<file path="config.mk">
export PLATFORM = sky130hd
export DESIGN_NAME = lsu_mem_master_flat
export DESIGN_NICKNAME = d
export VERILOG_FILES = /design/src/rtl/lsu_mem_master_if.sv /design/src/rtl/lsu_mem_master.sv /design/src/flat_wrapper.sv
export SDC_FILE = /design/constraint.sdc
export NUM_CORES = 1
export LEC_CHECK = 0
export ABC_AREA = 1
export CORE_MARGIN = 2
export CORE_UTILIZATION = 55
export CTS_CLUSTER_DIAMETER = 150
export CTS_CLUSTER_SIZE = 28
export DETAILED_ROUTE_END_ITERATION = 7
export DONT_BUFFER_PORTS = 1
export GPL_TIMING_DRIVEN = 0
export PLACE_DENSITY_LB_ADDON = 0.12
export REMOVE_ABC_BUFFERS = 1
export SLEW_MARGIN = 10
export SYNTH_ARGS = -nofsm -noshare
export SYNTH_HDL_FRONTEND = slang
export SYNTH_SLANG_ARGS = --single-unit
</file>
<file path="constraint.sdc">
create_clock -name CLK -period 4.3 [get_ports CLK]
set_input_delay 0.43 -clock CLK [delete_from_list [all_inputs] [get_ports CLK]]
set_output_delay 0.43 -clock CLK [all_outputs]
set_load 0.005 [all_outputs]
</file>
<file path="src/rtl/lsu_mem_master_if.sv">
// Core request/response handshake plus data-memory port of the load/store initiator.
// The master modport is the LSU side; slave is the core/memory side.
interface lsu_mem_master_if;
  logic        req_valid;
  logic        req_ready;
  logic        req_we;
  logic [2:0]  req_funct3;
  logic [31:0] req_addr;
  logic [31:0] req_wdata;
  logic        resp_valid;
  logic        resp_ready;
  logic [31:0] resp_rdata;
  logic        resp_err;
  logic        MEM_WE;
  logic [31:0] MEM_A;
  logic [31:0] MEM_WD;
  logic [31:0] MEM_RD;

  modport master (
    input  req_valid, req_we, req_funct3, req_addr, req_wdata, resp_ready, MEM_RD,
    output req_ready, resp_valid, resp_rdata, resp_err, MEM_WE, MEM_A, MEM_WD
  );

  modport slave (
    output req_valid, req_we, req_funct3, req_addr, req_wdata, resp_ready, MEM_RD,
    input  req_ready, resp_valid, resp_rdata, resp_err, MEM_WE, MEM_A, MEM_WD
  );
endinterface

</file>
<file path="src/rtl/lsu_mem_master.sv">
// Single-outstanding load/store initiator with lane extract/extend and read-modify-write sub-word stores.
// Optional misalignment trapping is enabled with `define LSU_MISALIGN_TRAP_EN.
module lsu_mem_master (
  input  logic CLK,
  input  logic RST_N,
  lsu_mem_master_if.master bus
);

  typedef enum logic [2:0] {IDLE, RD, RMW_RD, WR, RESP} state_t;

  state_t      state, state_nxt;
  logic [2:0]  f3_q;
  logic [1:0]  alo_q;
  logic [31:0] wdata_q;
  logic [31:0] rdata_q;
  logic [31:0] mem_a_q;
  logic [31:0] mem_wd_q;
  logic        accept;
  logic        misalign;
  logic        req_ready_c;
  logic        resp_valid_c;

  function automatic logic [31:0] load_ext(input logic [31:0] rd, input logic [1:0] a,
                                           input logic [2:0] f3);
    logic [7:0]  b;
    logic [15:0] h;
    b = rd[{a, 3'b000} +: 8];
    h = a[1] ? rd[31:16] : rd[15:0];
    case (f3[1:0])
      2'b00:   return f3[2] ? {24'b0, b} : {{24{b[7]}}, b};
      2'b01:   return f3[2] ? {16'b0, h} : {{16{h[15]}}, h};
      default: return rd;
    endcase
  endfunction

  // Replace the addressed lane(s) of the fetched word with right-aligned store data.
  function automatic logic [31:0] merge(input logic [31:0] base, input logic [31:0] wd,
                                        input logic [1:0] a, input logic [1:0] sz);
    logic [31:0] m;
    logic [1:0]  li;
    m = base;
    for (int i = 0; i < 4; i++) begin
      li = 2'(i);
      case (sz)
        2'b00:   if (li == a) m[8*i +: 8] = wd[7:0];
        2'b01:   if (li[1] == a[1]) m[8*i +: 8] = li[0] ? wd[15:8] : wd[7:0];
        default: m[8*i +: 8] = wd[8*i +: 8];
      endcase
    end
    return m;
  endfunction

  assign accept = bus.req_valid && (state == IDLE);

`ifdef LSU_MISALIGN_TRAP_EN
  logic err_q;
  assign misalign = bus.req_funct3[1] ? (bus.req_addr[1:0] != 2'b00)
                                      : (bus.req_funct3[0] && bus.req_addr[0]);
  assign bus.resp_err = err_q;
`else
  assign misalign     = 1'b0;
  assign bus.resp_err = 1'b0;
`endif

  always_ff @(posedge CLK) begin
    if (!RST_N) state <= IDLE;
    else        state <= state_nxt;
  end

  always_comb begin
    state_nxt    = state;
    req_ready_c  = 1'b0;
    resp_valid_c = 1'b0;
    case (state)
      IDLE: begin
        req_ready_c = 1'b1;
        if (bus.req_valid) begin
          if (misalign)               state_nxt = RESP;
          else if (!bus.req_we)       state_nxt = RD;
          else if (bus.req_funct3[1]) state_nxt = WR;
          else                        state_nxt = RMW_RD;
        end
      end
      RD:     state_nxt = RESP;
      RMW_RD: state_nxt = WR;
      WR:     state_nxt = RESP;
      RESP: begin
        resp_valid_c = 1'b1;
        if (bus.resp_ready) state_nxt = IDLE;
      end
      default: state_nxt = IDLE;
    endcase
  end

  always_ff @(posedge CLK) begin
    if (!RST_N) begin
      f3_q     <= '0;
      alo_q    <= '0;
      wdata_q  <= '0;
      rdata_q  <= '0;
      mem_a_q  <= '0;
      mem_wd_q <= '0;
`ifdef LSU_MISALIGN_TRAP_EN
      err_q    <= 1'b0;
`endif
    end else begin
      if (accept) begin
        f3_q    <= bus.req_funct3;
        alo_q   <= bus.req_addr[1:0];
        wdata_q <= bus.req_wdata;
        rdata_q <= '0;
`ifdef LSU_MISALIGN_TRAP_EN
        err_q   <= misalign;
`endif
        // A trapped access never touches the memory port, so MEM_A/MEM_WD keep their old values.
        if (!misalign) begin
          mem_a_q <= bus.req_addr;
          if (bus.req_we && bus.req_funct3[1]) mem_wd_q <= bus.req_wdata;
        end
      end
      if (state == RD)     rdata_q  <= load_ext(bus.MEM_RD, alo_q, f3_q);
      if (state == RMW_RD) mem_wd_q <= merge(bus.MEM_RD, wdata_q, alo_q, f3_q[1:0]);
    end
  end

  assign bus.req_ready  = req_ready_c;
  assign bus.resp_valid = resp_valid_c;
  assign bus.resp_rdata = rdata_q;
  assign bus.MEM_A      = mem_a_q;
  assign bus.MEM_WD     = mem_wd_q;
  // Gated with reset so a write in flight is squashed in the same cycle reset asserts.
  assign bus.MEM_WE     = (state == WR) && RST_N;

endmodule

</file>
<file path="src/flat_wrapper.sv">
// flat-port wrapper written by rule: the top's interface ports become plain ports
module lsu_mem_master_flat 
  (CLK, RST_N, bus_req_valid, bus_req_we, bus_req_funct3, bus_req_addr, bus_req_wdata, bus_resp_ready, bus_MEM_RD, bus_req_ready, bus_resp_valid, bus_resp_rdata, bus_resp_err, bus_MEM_WE, bus_MEM_A, bus_MEM_WD);
  lsu_mem_master_if bus_i ();
  input  logic CLK;
  input  logic RST_N;
  input wire logic [$bits(bus_i.req_valid)-1:0] bus_req_valid;
  input wire logic [$bits(bus_i.req_we)-1:0] bus_req_we;
  input wire logic [$bits(bus_i.req_funct3)-1:0] bus_req_funct3;
  input wire logic [$bits(bus_i.req_addr)-1:0] bus_req_addr;
  input wire logic [$bits(bus_i.req_wdata)-1:0] bus_req_wdata;
  input wire logic [$bits(bus_i.resp_ready)-1:0] bus_resp_ready;
  input wire logic [$bits(bus_i.MEM_RD)-1:0] bus_MEM_RD;
  output wire logic [$bits(bus_i.req_ready)-1:0] bus_req_ready;
  output wire logic [$bits(bus_i.resp_valid)-1:0] bus_resp_valid;
  output wire logic [$bits(bus_i.resp_rdata)-1:0] bus_resp_rdata;
  output wire logic [$bits(bus_i.resp_err)-1:0] bus_resp_err;
  output wire logic [$bits(bus_i.MEM_WE)-1:0] bus_MEM_WE;
  output wire logic [$bits(bus_i.MEM_A)-1:0] bus_MEM_A;
  output wire logic [$bits(bus_i.MEM_WD)-1:0] bus_MEM_WD;
  assign bus_i.req_valid = bus_req_valid;
  assign bus_i.req_we = bus_req_we;
  assign bus_i.req_funct3 = bus_req_funct3;
  assign bus_i.req_addr = bus_req_addr;
  assign bus_i.req_wdata = bus_req_wdata;
  assign bus_i.resp_ready = bus_resp_ready;
  assign bus_i.MEM_RD = bus_MEM_RD;
  assign bus_req_ready = bus_i.req_ready;
  assign bus_resp_valid = bus_i.resp_valid;
  assign bus_resp_rdata = bus_i.resp_rdata;
  assign bus_resp_err = bus_i.resp_err;
  assign bus_MEM_WE = bus_i.MEM_WE;
  assign bus_MEM_A = bus_i.MEM_A;
  assign bus_MEM_WD = bus_i.MEM_WD;
  lsu_mem_master u_core (.CLK(CLK), .RST_N(RST_N), .bus(bus_i));
endmodule
</file>
==> flow_results.org <==
** Floorplan
- The floorplan has 40 rows.
- After floorplanning, the core was sized to cover 0.0120 mm².
- The initial utilization of the core area, before any placement, comes to between 50% and 60%.
- Die area :: 0.0132 mm²
- During I/O placement, the number of pins put on the boundary was 204.
- Die height :: 115 µm
- Die Wd :: 115 µm

** Cells and area
- The number of antenna diodes in the final layout is 0.
- Non-Filler Cell Area, Final :: 0.00730 mm²
- NumNets Final :: 1141
- Proportion of layout cells with a drive suffix above 1 :: 5.14%
- For this run, the share of the core covered by cells in the final layout is 60.8%.
- Relative to the synthesized area, the layout overhead comes to 7.92%.
- The finished layout holds ~1200 standard cells, fillers aside.
- In the layout the commonest cells are nand2_1 (447), a21oi_1 (138), dfxtp_1 (132).
- Filler cells :: 1193
- Most common cell after layout, fill and taps aside :: nand2_1

** Detailed routing
- Detailed-route vias per instance :: 5.55
- After detailed routing, the total wire length is 20.2 mm.
- Routed WL per cell :: roughly 17 µm
- Routed Antenna Nets :: 0
- DRC violation total after the first TritonRoute iteration :: 721
- For this run, design rule violations remaining after detail routing come to 0.
- Routed via count :: 6638
- The first detailed-routing pass ran for 5 iterations.

** Worst setup path
- In this run the worst path has a maximum fanout of 82.
- Slowest CP cell :: nor2_2
- Cell family contributing the most delay on the critical path :: simple AND/OR/NAND/NOR gates
- Among the stages of the critical path, the cell type that occurs most often is inv_2.
- Walking the worst path, the cells encountered are inv_2, nand3_4, inv_2, nor2_2, nand2_1, a21oi_1.
- Count of buffering cells on the critical path with inverters included :: 2
- CP Launch Type :: flop
- Worst setup path category :: flop to flop
- Data on the critical path is required at its endpoint by 4650 ps.
- The worst setup path is captured at a flop.
- Data on the critical path arrives at its endpoint at approximately 3700 ps.
- For this run, the slowest stage of the critical path takes 1080 ps.

** GRT
- Entering global routing, the biggest net connects 83 pins.
- The total overflow left after global routing is 0.
- The via count of the first global-routing pass was 5915.
- Initial antenna violation count :: 0
- For this run, the total global-route usage over all layers was measured as 30.3%.
- The first global-routing pass estimated 31.4 mm of wire.

** Synth
- Synthesis warning total :: 0
- Primary FF master, synth :: dfxtp_1
- Number of distinct standard cells referenced by the synthesized netlist :: 27
- A synthesized cell averages 6.26 µm².
- After synthesis, the largest area contributor takes up roughly 40% of total cell area.
- Number of synthesized register bits :: 134
- The biggest area contributor in the post-synthesis netlist is dfxtp_1.
- FFs w/ async S/R, synth :: 0%
- For this run, the register share of the synthesized area comes to 39.7%.
- Ranking of synthesized cells by area :: dfxtp_1 (40%), nand2_1 (25%), a21oi_1 (10%), nand3_1 (7.7%), inv_1 (4.4%)
- Mapped cell area :: about 0.0068 mm²
- Synthesized netlist cell count :: about 1100
- Number of enable flip-flop cells after synthesis :: 0

** Clock tree
- Gates resized during post-CTS repair numbered 0.
- CTS root buf :: clkbuf_16
- # Post-CTS Setup Buffers :: 0
- TritonCTS built the clock tree.
- The clock drives around 130 sinks.
- At the later pin of the worst-skew pair, clock insertion delay measures 420 ps.
- CTS clk-pin slew, worst paths :: 60 ps
- Htree depth :: 4
- Longest Clk Path Bufs :: 2
- Number of buffers inserted for hold repair after clock tree synthesis :: 0
- Number of buffers created by CTS :: 17

** STA
- Min Tclk post-route :: about 3400 ps
- Part of the cycle the worst path needs :: 78.1%
- Setup slack closes at about 940 ps.
- Across all hold checks on the routed design, the worst slack comes to 109 ps.
- Remaining max-slew budget at the tightest pin :: 8.00%
- Number of hold violations in the final report :: 0
- Sum Neg Setup Slack :: 0 ps
- Post-Route Skew :: 5.72 ps
- Slew at the pin closest to its max-slew limit :: 1370 ps
- RSZ-0062 raised after global routing :: false
- Count of endpoints failing setup in the final report :: 0
- For this run, the top clock speed supported by timing is ~300 MHz.
- Number of max-slew violations in the final report :: 0

** Placed design
- Cell area after placement :: 0.00669 mm²
- HPWL Detailed :: 13.4 mm
- Number of buffer cells added on primary ports :: 0
- Post-Place Setup Slack :: 939 ps
- GPL Wtd Cong :: 0.885
- Including well taps, the total number of placed cells is 1164.

** Min path
- Path category of the worst min-delay check :: primary input to flop

** Outcome
- Run status :: finished, final reports clean

** Power and ir drop
- Worst voltage drop across the vdd grid :: 0.000315 V
- Total power for the finished layout comes to 3.67 mW.
- P per Cell Area :: around 500 mW/mm²
- Summed over all cells, the static leakage comes to 3.29 nW.

** Run
- Max Cap Violations :: 0
## area by class of cell
| type | instances | area, µm² | share of cell area [%] |
|---|---|---|---|
| Clock buffer | 18 | 439 | 6.02 |
| Clock inverter | 14 | 153 | 2.09 |
| Inverter | 88 | 333 | 4.56 |
| Multi-Input combinational cell | 793 | 3440 | 47.2 |
| Sequential cell | 134 | 2690 | 36.8 |
| Tap cell | 147 | 184 | 2.52 |
| Timing Repair Buffer | 3 | 62.6 | 0.857 |
## power breakdown
group	internal (mW)	total, mW	switching, mW	leakage [nW]
sequential	1.36	1.48	0.117	1.10
combinational	0.230	0.744	0.515	1.91
clock	0.872	1.45	0.574	0.279
total	2.47	3.67	1.21	3.29
## Yosys cell counts (2+ instances only)
cell type and number:
nand3_1 104, buf_2 28, clkbuf_1 28, nor2_4 2, buf_4 6, buf_1 3
o21ai_0 32, inv_1 80, dfxtp_1 134, nor2_1 44, inv_2 7, o211ai_1 9
nand2_1 447, a31oi_1 3, nor3_1 4, nor2_2 2, a21oi_1 138
## worst reg2reg max path, delay by kind of cell (launching register included)
kind / cells / cell delay [ps]
DFF: 1 / 420
AOI/OAI and AO/OA: 1 / 180
and+or+nand+nor: 3 / 1890
buffers and inverters: 2 / 790
## cell families after synthesis
| logic type | synth area share [%] |
|---|---|
| other | 0.0554 |
| buffers and inverters | 9.51 |
| AO/OA/AOI/OAI | 14.2 |
| flip-flops | 39.7 |
| AND/OR/NAND/NOR | 36.6 |
## sequential cells by signal, indices dropped and copies added, names as in the netlist
register               flops
u_core.f3_q                3
u_core.bus.MEM_WD         32
u_core.state               3
u_core.bus.resp_rdata     32
u_core.bus.MEM_A          32
u_core.wdata_q            32
## path summary, 6_finish.rpt
kind,endpoint,startpoint,cells past startpoint,slack (ps)
max,u_core.bus.resp_rdata[14],u_core.state[1],6,940
min,u_core.bus.MEM_WD[22],RST_N,2,110
max reg2reg,u_core.bus.resp_rdata[14],u_core.state[1],6,940
min reg2reg,u_core.wdata_q[25],u_core.wdata_q[25],2,470
## per-layer routing
layer | global-route usage [%] | share of wire (%) | vias to the layer above
met2 | 46.3 | 44 | 319
met1 | 40.5 | 43 | 2944
met5 | 0 | 0 | -
li1 | - | - | 3348
met4 | 9.88 | 1.6 | 0
met3 | 10.4 | 12 | 27
(Power assumes the default switching activity.)
